`src/rtl/rr_mux_arbiter_pkg.sv`:
```
// Shared constants, state encoding and helpers for the 4-way round-robin mux arbiter.
// Latency: n/a (declarations only).
// Backpressure: n/a.
package rr_mux_arbiter_pkg;

  localparam int N_REQ = 4;
  localparam int SEL_W = 2;

  typedef enum logic {
    IDLE  = 1'b0,
    GRANT = 1'b1
  } state_t;

  // One-hot encode a requester index.
  function automatic logic [N_REQ-1:0] onehot(input logic [SEL_W-1:0] idx);
    logic [N_REQ-1:0] v;
    v      = '0;
    v[idx] = 1'b1;
    return v;
  endfunction

endpackage

```
`src/rtl/rr_priority_pick.sv`:
```
// Rotating priority pick: first unmasked request scanning upward from ptr, mod N_REQ.
// Latency: purely combinational.
// Backpressure: none; found=0 when no eligible request exists.
module rr_priority_pick
  import rr_mux_arbiter_pkg::*;
(
  input  logic [N_REQ-1:0] req,
  input  logic [SEL_W-1:0] ptr,
  input  logic [N_REQ-1:0] mask,
  output logic             found,
  output logic [SEL_W-1:0] idx
);

  logic [SEL_W-1:0] w_cand;

  // Walk ptr, ptr+1, ... (wrapping through the 2-bit add) and keep the first hit.
  always_comb begin
    found  = 1'b0;
    idx    = ptr;
    w_cand = '0;
    for (int k = 0; k < N_REQ; k++) begin
      w_cand = ptr + SEL_W'(k);
      if (!found && req[w_cand] && !mask[w_cand]) begin
        found = 1'b1;
        idx   = w_cand;
      end
    end
  end

endmodule

```
`src/rtl/rr_mux_arbiter.sv`:
```
// Round-robin owner of a 4:1 single-bit mux: grants one source, holds until done/drop/timeout.
// Latency: 1 cycle from sampled req to visible gnt; r is combinational from w and registered sel.
// Backpressure: losing requesters simply wait; the owner is released on done, req drop or HOLD_MAX.
module rr_mux_arbiter
  import rr_mux_arbiter_pkg::*;
#(
  parameter int HOLD_MAX = 16,
  parameter int CNT_W    = 8
) (
  input  logic             clk,
  input  logic             reset,
  input  logic [N_REQ-1:0] req,
  input  logic             done,
  input  logic [N_REQ-1:0] w,
  output logic [N_REQ-1:0] gnt,
  output logic [SEL_W-1:0] sel,
  output logic             busy,
  output logic             r
);

  // Tenure count at which the owner is forced off (unused when HOLD_MAX is 0).
  localparam logic [CNT_W-1:0] CNT_LAST = (HOLD_MAX == 0) ? '0 : CNT_W'(HOLD_MAX - 1);
  localparam logic [CNT_W-1:0] CNT_SAT  = '1;

  state_t           r_state;
  logic [SEL_W-1:0] r_ptr;
  logic [CNT_W-1:0] r_cnt;
  logic [N_REQ-1:0] r_gnt;
  logic [SEL_W-1:0] r_sel;
  logic             r_busy;

  state_t           w_state_nxt;
  logic [SEL_W-1:0] w_ptr_nxt;
  logic [CNT_W-1:0] w_cnt_nxt;
  logic [N_REQ-1:0] w_gnt_nxt;
  logic [SEL_W-1:0] w_sel_nxt;
  logic             w_busy_nxt;

  logic [SEL_W-1:0] w_pick_ptr;
  logic [N_REQ-1:0] w_pick_mask;
  logic             w_found;
  logic [SEL_W-1:0] w_idx;
  logic             w_timeout;
  logic             w_release;

  // One picker serves both cases: from IDLE it scans from ptr unmasked; on release it
  // scans from the slot after the owner with the owner excluded (no immediate re-grant).
  always_comb begin
    w_pick_ptr  = r_ptr;
    w_pick_mask = '0;
    if (r_state == GRANT) begin
      w_pick_ptr  = r_sel + 1'b1;
      w_pick_mask = onehot(r_sel);
    end
  end

  rr_priority_pick u_pick (
    .req   (req),
    .ptr   (w_pick_ptr),
    .mask  (w_pick_mask),
    .found (w_found),
    .idx   (w_idx)
  );

  assign w_timeout = (HOLD_MAX != 0) && (r_cnt == CNT_LAST);
  assign w_release = done || !req[r_sel] || w_timeout;

  // Next-state and next-output decode; everything holds unless a transition fires.
  always_comb begin
    w_state_nxt = r_state;
    w_ptr_nxt   = r_ptr;
    w_cnt_nxt   = r_cnt;
    w_gnt_nxt   = r_gnt;
    w_sel_nxt   = r_sel;
    w_busy_nxt  = r_busy;
    case (r_state)
      IDLE: begin
        if (w_found) begin
          w_state_nxt = GRANT;
          w_gnt_nxt   = onehot(w_idx);
          w_sel_nxt   = w_idx;
          w_busy_nxt  = 1'b1;
          w_cnt_nxt   = '0;
        end
      end
      GRANT: begin
        if (w_release) begin
          w_ptr_nxt = r_sel + 1'b1;
          if (w_found) begin
            w_gnt_nxt = onehot(w_idx);
            w_sel_nxt = w_idx;
            w_cnt_nxt = '0;
          end else begin
            // sel deliberately keeps the old owner so the mux select never moves while idle.
            w_state_nxt = IDLE;
            w_gnt_nxt   = '0;
            w_busy_nxt  = 1'b0;
          end
        end else if (r_cnt != CNT_SAT) begin
          w_cnt_nxt = r_cnt + CNT_W'(1);
        end
      end
      default: begin
        w_state_nxt = IDLE;
      end
    endcase
  end

  // State and output registers; reset drops any grant immediately.
  always_ff @(posedge clk) begin
    if (reset) begin
      r_state <= IDLE;
      r_ptr   <= '0;
      r_cnt   <= '0;
      r_gnt   <= '0;
      r_sel   <= '0;
      r_busy  <= 1'b0;
    end else begin
      r_state <= w_state_nxt;
      r_ptr   <= w_ptr_nxt;
      r_cnt   <= w_cnt_nxt;
      r_gnt   <= w_gnt_nxt;
      r_sel   <= w_sel_nxt;
      r_busy  <= w_busy_nxt;
    end
  end

  assign gnt  = r_gnt;
  assign sel  = r_sel;
  assign busy = r_busy;
  assign r    = r_busy ? w[r_sel] : 1'b0;

endmodule

```
`config.mk`:
```
export PLATFORM = sky130hd
export DESIGN_NAME = rr_mux_arbiter
export DESIGN_NICKNAME = d
export VERILOG_FILES = /design/src/rtl/rr_mux_arbiter_pkg.sv /design/src/rtl/rr_priority_pick.sv /design/src/rtl/rr_mux_arbiter.sv
export SDC_FILE = /design/constraint.sdc
export NUM_CORES = 1
export LEC_CHECK = 0
export ABC_AREA = 1
export CORE_MARGIN = 2
export CORE_UTILIZATION = 35
export DETAILED_ROUTE_END_ITERATION = 8
export SLEW_MARGIN = 10
export SYNTH_ARGS = -nofsm -noshare
export SYNTH_HDL_FRONTEND = slang
export SYNTH_SLANG_ARGS = --single-unit
```
`constraint.sdc`:
```
create_clock -name clk -period 3.9 [get_ports clk]
set_clock_uncertainty 0.1 [all_clocks]
set_input_delay 0.78 -clock clk [delete_from_list [all_inputs] [get_ports clk]]
set_output_delay 0.78 -clock clk [all_outputs]
set_load 0.1 [all_outputs]
```
==> impl_results.html <==
<table>
<tr><th>Metric</th><th>Value</th></tr>
<tr><th colspan="2">Floorplanning</th></tr>
<tr><td>Width of the chip</td><td>68.7 um</td></tr>
<tr><td>Vertical die dimension</td><td>68.7 um</td></tr>
<tr><td>Initial Util</td><td>36.4%</td></tr>
<tr><td>Area of the core</td><td>4030 sq um</td></tr>
<tr><td>I/O pin count</td><td>19</td></tr>
<tr><td>Full die area</td><td>4720 sq um</td></tr>
<tr><td>Placement row count</td><td>23</td></tr>
<tr><th colspan="2">Global routing</th></tr>
<tr><td>Global routing usage summed across all routing layers</td><td>15.0%</td></tr>
<tr><td>Most used routing layer in global routing</td><td>met2</td></tr>
<tr><td>Global Route met3 Usage</td><td>1.46%</td></tr>
<tr><td>Antenna violations before repair</td><td>0</td></tr>
<tr><td>Maximum number of pins on one net before global-route repair</td><td>17</td></tr>
<tr><td>Via count of the first global-routing pass</td><td>1266</td></tr>
<tr><td>Global routing met1 resource utilization</td><td>19.3%</td></tr>
<tr><td>Overall overflow remaining after global route</td><td>0</td></tr>
<tr><td>Met2 layer usage reported by global route</td><td>25.8%</td></tr>
<tr><td>Global-route wire length before repair</td><td>5400 um</td></tr>
<tr><th colspan="2">Setup path</th></tr>
<tr><td>Worst R2R Path Depth</td><td>16</td></tr>
<tr><td>Crit path required time</td><td>3020 ps</td></tr>
<tr><td>CP Launch Point</td><td>w[0]</td></tr>
<tr><td>CP max FO</td><td>1</td></tr>
<tr><td>Startpoint type of the worst setup path</td><td>input port</td></tr>
<tr><td>Launching point of the worst reg2reg path</td><td>sel[0]</td></tr>
<tr><td>Crit path largest cell delay</td><td>460 ps</td></tr>
<tr><td>Most prevalent standard cell on the critical path</td><td>sky130_fd_sc_hd__nor2_1</td></tr>
<tr><td>Critical Path Sink Type</td><td>primary output</td></tr>
<tr><td>FF-to-FF setup slack</td><td>1200 ps</td></tr>
<tr><td>Cell-by-cell listing of the critical path</td><td>clkdlybuf4s50_1 -&gt; nor2_1 -&gt; nor2_1 -&gt; o21ai_0 -&gt; a21boi_1 -&gt; buf_4</td></tr>
<tr><td>Slowest CP cell</td><td>sky130_fd_sc_hd__clkdlybuf4s50_1</td></tr>
<tr><td>CP arrival</td><td>1900 ps</td></tr>
<tr><td>Worst setup path class</td><td>input port to primary output</td></tr>
<tr><th colspan="2">Clocking</th></tr>
<tr><td>Root cell of the clock tree</td><td>sky130_fd_sc_hd__clkbuf_8</td></tr>
<tr><td>Clk buf depth</td><td>2</td></tr>
<tr><td>Hold Buf Count CTS</td><td>0</td></tr>
<tr><td>CTS sink count</td><td>18</td></tr>
<tr><td>Postcts setup bufs</td><td>0</td></tr>
<tr><td>Skew-Pair Late Insertion Delay</td><td>250 ps</td></tr>
<tr><td>Max H-tree Level</td><td>1</td></tr>
<tr><td>Clock-pin slew of the registers on the worst-case setup and hold paths</td><td>60 ps</td></tr>
<tr><td>Total of cells resized after clock tree synthesis</td><td>0</td></tr>
<tr><td>TritonCTS buffer count</td><td>3</td></tr>
<tr><td>TritonCTS clock tree</td><td>yes</td></tr>
<tr><th colspan="2">Final layout</th></tr>
<tr><td>Number of nets in the layout</td><td>255</td></tr>
<tr><td>Ant diodes</td><td>0</td></tr>
<tr><td>Share of cells above drive strength 1</td><td>15.6%</td></tr>
<tr><td>Cell area after layout</td><td>1720 sq um</td></tr>
<tr><td>Synth-to-layout area growth</td><td>17.2%</td></tr>
<tr><th colspan="2">Detailed routing</th></tr>
<tr><td>DRT Wirelength</td><td>3140 um</td></tr>
<tr><td>Number of optimization iterations in the first detailed-route pass</td><td>4</td></tr>
<tr><td>Vias after detailed routing</td><td>1395</td></tr>
<tr><td>WL per Instance</td><td>10.9 um</td></tr>
<tr><td>Post-detailed-route DRC marker count</td><td>0</td></tr>
<tr><td>Routed via count divided by cell count</td><td>4.86</td></tr>
<tr><td>Number of nets with antenna violations after detailed routing</td><td>0</td></tr>
<tr><td>DRC marker count from the first detailed-route iteration</td><td>105</td></tr>
<tr><th colspan="2">Job</th></tr>
<tr><td>Max-Cap Viols</td><td>0</td></tr>
<tr><th colspan="2">STA</th></tr>
<tr><td>Max-slew violation count</td><td>0</td></tr>
<tr><td>Min Clock Period, post-route</td><td>2780 ps</td></tr>
<tr><td>Relative slew slack</td><td>35.1%</td></tr>
<tr><td>TNS Setup</td><td>0 ps</td></tr>
<tr><td>Actual transition at the worst max-transition pin</td><td>970 ps</td></tr>
<tr><td>Worst hold slack</td><td>363 ps</td></tr>
<tr><td>Fin worst setup slack</td><td>1120 ps</td></tr>
<tr><td># setup viols final</td><td>0</td></tr>
<tr><td>Peak Freq</td><td>0.359 GHz</td></tr>
<tr><td>Final number of hold-violating endpoints</td><td>0</td></tr>
<tr><td>Final worst-path cycle share</td><td>71.4%</td></tr>
<tr><td>RSZ-0062 raised after global routing</td><td>no</td></tr>
<tr><th colspan="2">Min path</th></tr>
<tr><td>Type of the tightest min-delay check</td><td>register to register</td></tr>
<tr><td>Hold-critical path depth</td><td>2</td></tr>
<tr><td>Hold Startpoint</td><td>gnt[3]</td></tr>
<tr><th colspan="2">Placed design</th></tr>
<tr><td>Port Buffers</td><td>18</td></tr>
<tr><td>Routability-driven placement congestion ratio</td><td>0.754</td></tr>
<tr><td>Cell area after placement</td><td>1680 sq um</td></tr>
<tr><td>DPL Wire Length</td><td>2480 um</td></tr>
<tr><td>Pre-CTS worst setup slack</td><td>1100 ps</td></tr>
<tr><th colspan="2">Synth</th></tr>
<tr><td>Number of warning messages in the yosys log</td><td>0</td></tr>
<tr><td>Area contributors post-synth</td><td>sky130_fd_sc_hd__dfxtp_1 25%, sky130_fd_sc_hd__nand2_1 14%, sky130_fd_sc_hd__nand3_1 8.5%</td></tr>
<tr><td>Total standard cell area after synthesis</td><td>1470 sq um</td></tr>
<tr><td>Net count after synthesis</td><td>236</td></tr>
<tr><td>Number of enable-type register cells in the synthesized netlist</td><td>0</td></tr>
<tr><td>Largest area contributor in the netlist</td><td>sky130_fd_sc_hd__dfxtp_1</td></tr>
<tr><td>Fraction of the yosys area taken by sequential cells</td><td>24.6%</td></tr>
<tr><td>Fraction of synthesized cell area taken by the top area cell type</td><td>24.6%</td></tr>
<tr><td>Primary flip-flop cell chosen by synthesis mapping</td><td>sky130_fd_sc_hd__dfxtp_1</td></tr>
<tr><td>Number of synthesized register bits</td><td>18</td></tr>
<tr><td>Gate Count Post-Synth</td><td>220</td></tr>
<tr><td>Share of flip-flops with an asynchronous set or reset</td><td>0%</td></tr>
<tr><td>Number of different library cells in the post-synthesis netlist</td><td>31</td></tr>
<tr><td>Post-synthesis average cell area</td><td>6.67 sq um</td></tr>
<tr><th colspan="2">Outcome</th></tr>
<tr><td>Status</td><td>completed</td></tr>
</table>
synthesized netlist by cell type (2+ instances only):
cell type                  count
sky130_fd_sc_hd__nand2_1      56
sky130_fd_sc_hd__nand3_1      25
sky130_fd_sc_hd__a21oi_1      20
sky130_fd_sc_hd__inv_1        19
sky130_fd_sc_hd__nor2_1       19
sky130_fd_sc_hd__dfxtp_1      18
sky130_fd_sc_hd__nand2_2      11
sky130_fd_sc_hd__o21ai_0       9
sky130_fd_sc_hd__nand2_4       6
sky130_fd_sc_hd__ha_1          5
sky130_fd_sc_hd__nor2_4        5
sky130_fd_sc_hd__a211oi_1      3
sky130_fd_sc_hd__nand4_1       3
sky130_fd_sc_hd__xor2_1        3
sky130_fd_sc_hd__nand3_2       2
layout by cell type, fill, tap and decap left out, types with 2 or more instances in the layout:
cell and count:
sky130_fd_sc_hd__ha_1 5, sky130_fd_sc_hd__a21oi_1 20, sky130_fd_sc_hd__nand3_2 2, sky130_fd_sc_hd__clkdlybuf4s50_1 16, sky130_fd_sc_hd__clkbuf_8 3, sky130_fd_sc_hd__nand3_1 25
sky130_fd_sc_hd__nand2_1 56, sky130_fd_sc_hd__buf_4 2, sky130_fd_sc_hd__nand4_1 3, sky130_fd_sc_hd__nand2_2 11, sky130_fd_sc_hd__o21ai_0 9, sky130_fd_sc_hd__a211oi_1 3
sky130_fd_sc_hd__xor2_1 3, sky130_fd_sc_hd__inv_1 19, sky130_fd_sc_hd__nor2_4 5, sky130_fd_sc_hd__dfxtp_1 18, sky130_fd_sc_hd__nor2_1 19, sky130_fd_sc_hd__nand2_4 6
logic make-up after synthesis:
logic type / after synthesis / share of synthesized area, %
and+or+nand+nor: 132 / 47.8
AOI/OAI and AO/OA: 36 / 13.7
buffers and inverters: 26 / 7.94
DFF: 18 / 24.6
adders and majority gates: 5 / 4.27
xor gates and xnor gates: 3 / 1.79
worst max-delay path: cells and delay by family:
family / cells / cell delay, ps
AOI/OAI and AO/OA: 2 / 240
buffers and inverters: 2 / 760
and+or+nand+nor: 2 / 130
state kept, by name, summed over array words and instances, names as in the netlist:
| register | count |
|---|---|
| sel | 2 |
| busy | 1 |
| gnt | 4 |
| r_state | 1 |
| r_ptr | 2 |
| r_cnt | 8 |
worst paths after layout:
kind              endpoint
setup / recovery         r
hold / removal      gnt[3]
setup reg to reg    sel[1]
hold reg to reg     gnt[3]
metrics by stage:
step	utilization (%)	instances
after floorplan	-	220
after detailed placement	41.6	284
after global placement	41.6	284
after global routing	42.7	287
after CTS	42.7	287
final	42.7	287
area by class of cell:
| cell class | count | area, sq um |
|---|---|---|
| tap | 50 | 62.6 |
| fill | 438 | 2310 |
| clock buffer | 3 | 41.3 |
| sequential | 18 | 360 |
| timing repair buffer | 18 | 175 |
| inverter | 22 | 90.1 |
| multi-input combinational | 176 | 990 |
per-layer routing:
metal	part of all wire, %	wire length, um
met1	49	1540
met2	47	1490
met3	1.9	59
met4	1.7	53
met5	0	0
Power is not shown: default switching activity piles up to over one toggle a cycle in this logic, so the estimate is an artifact.
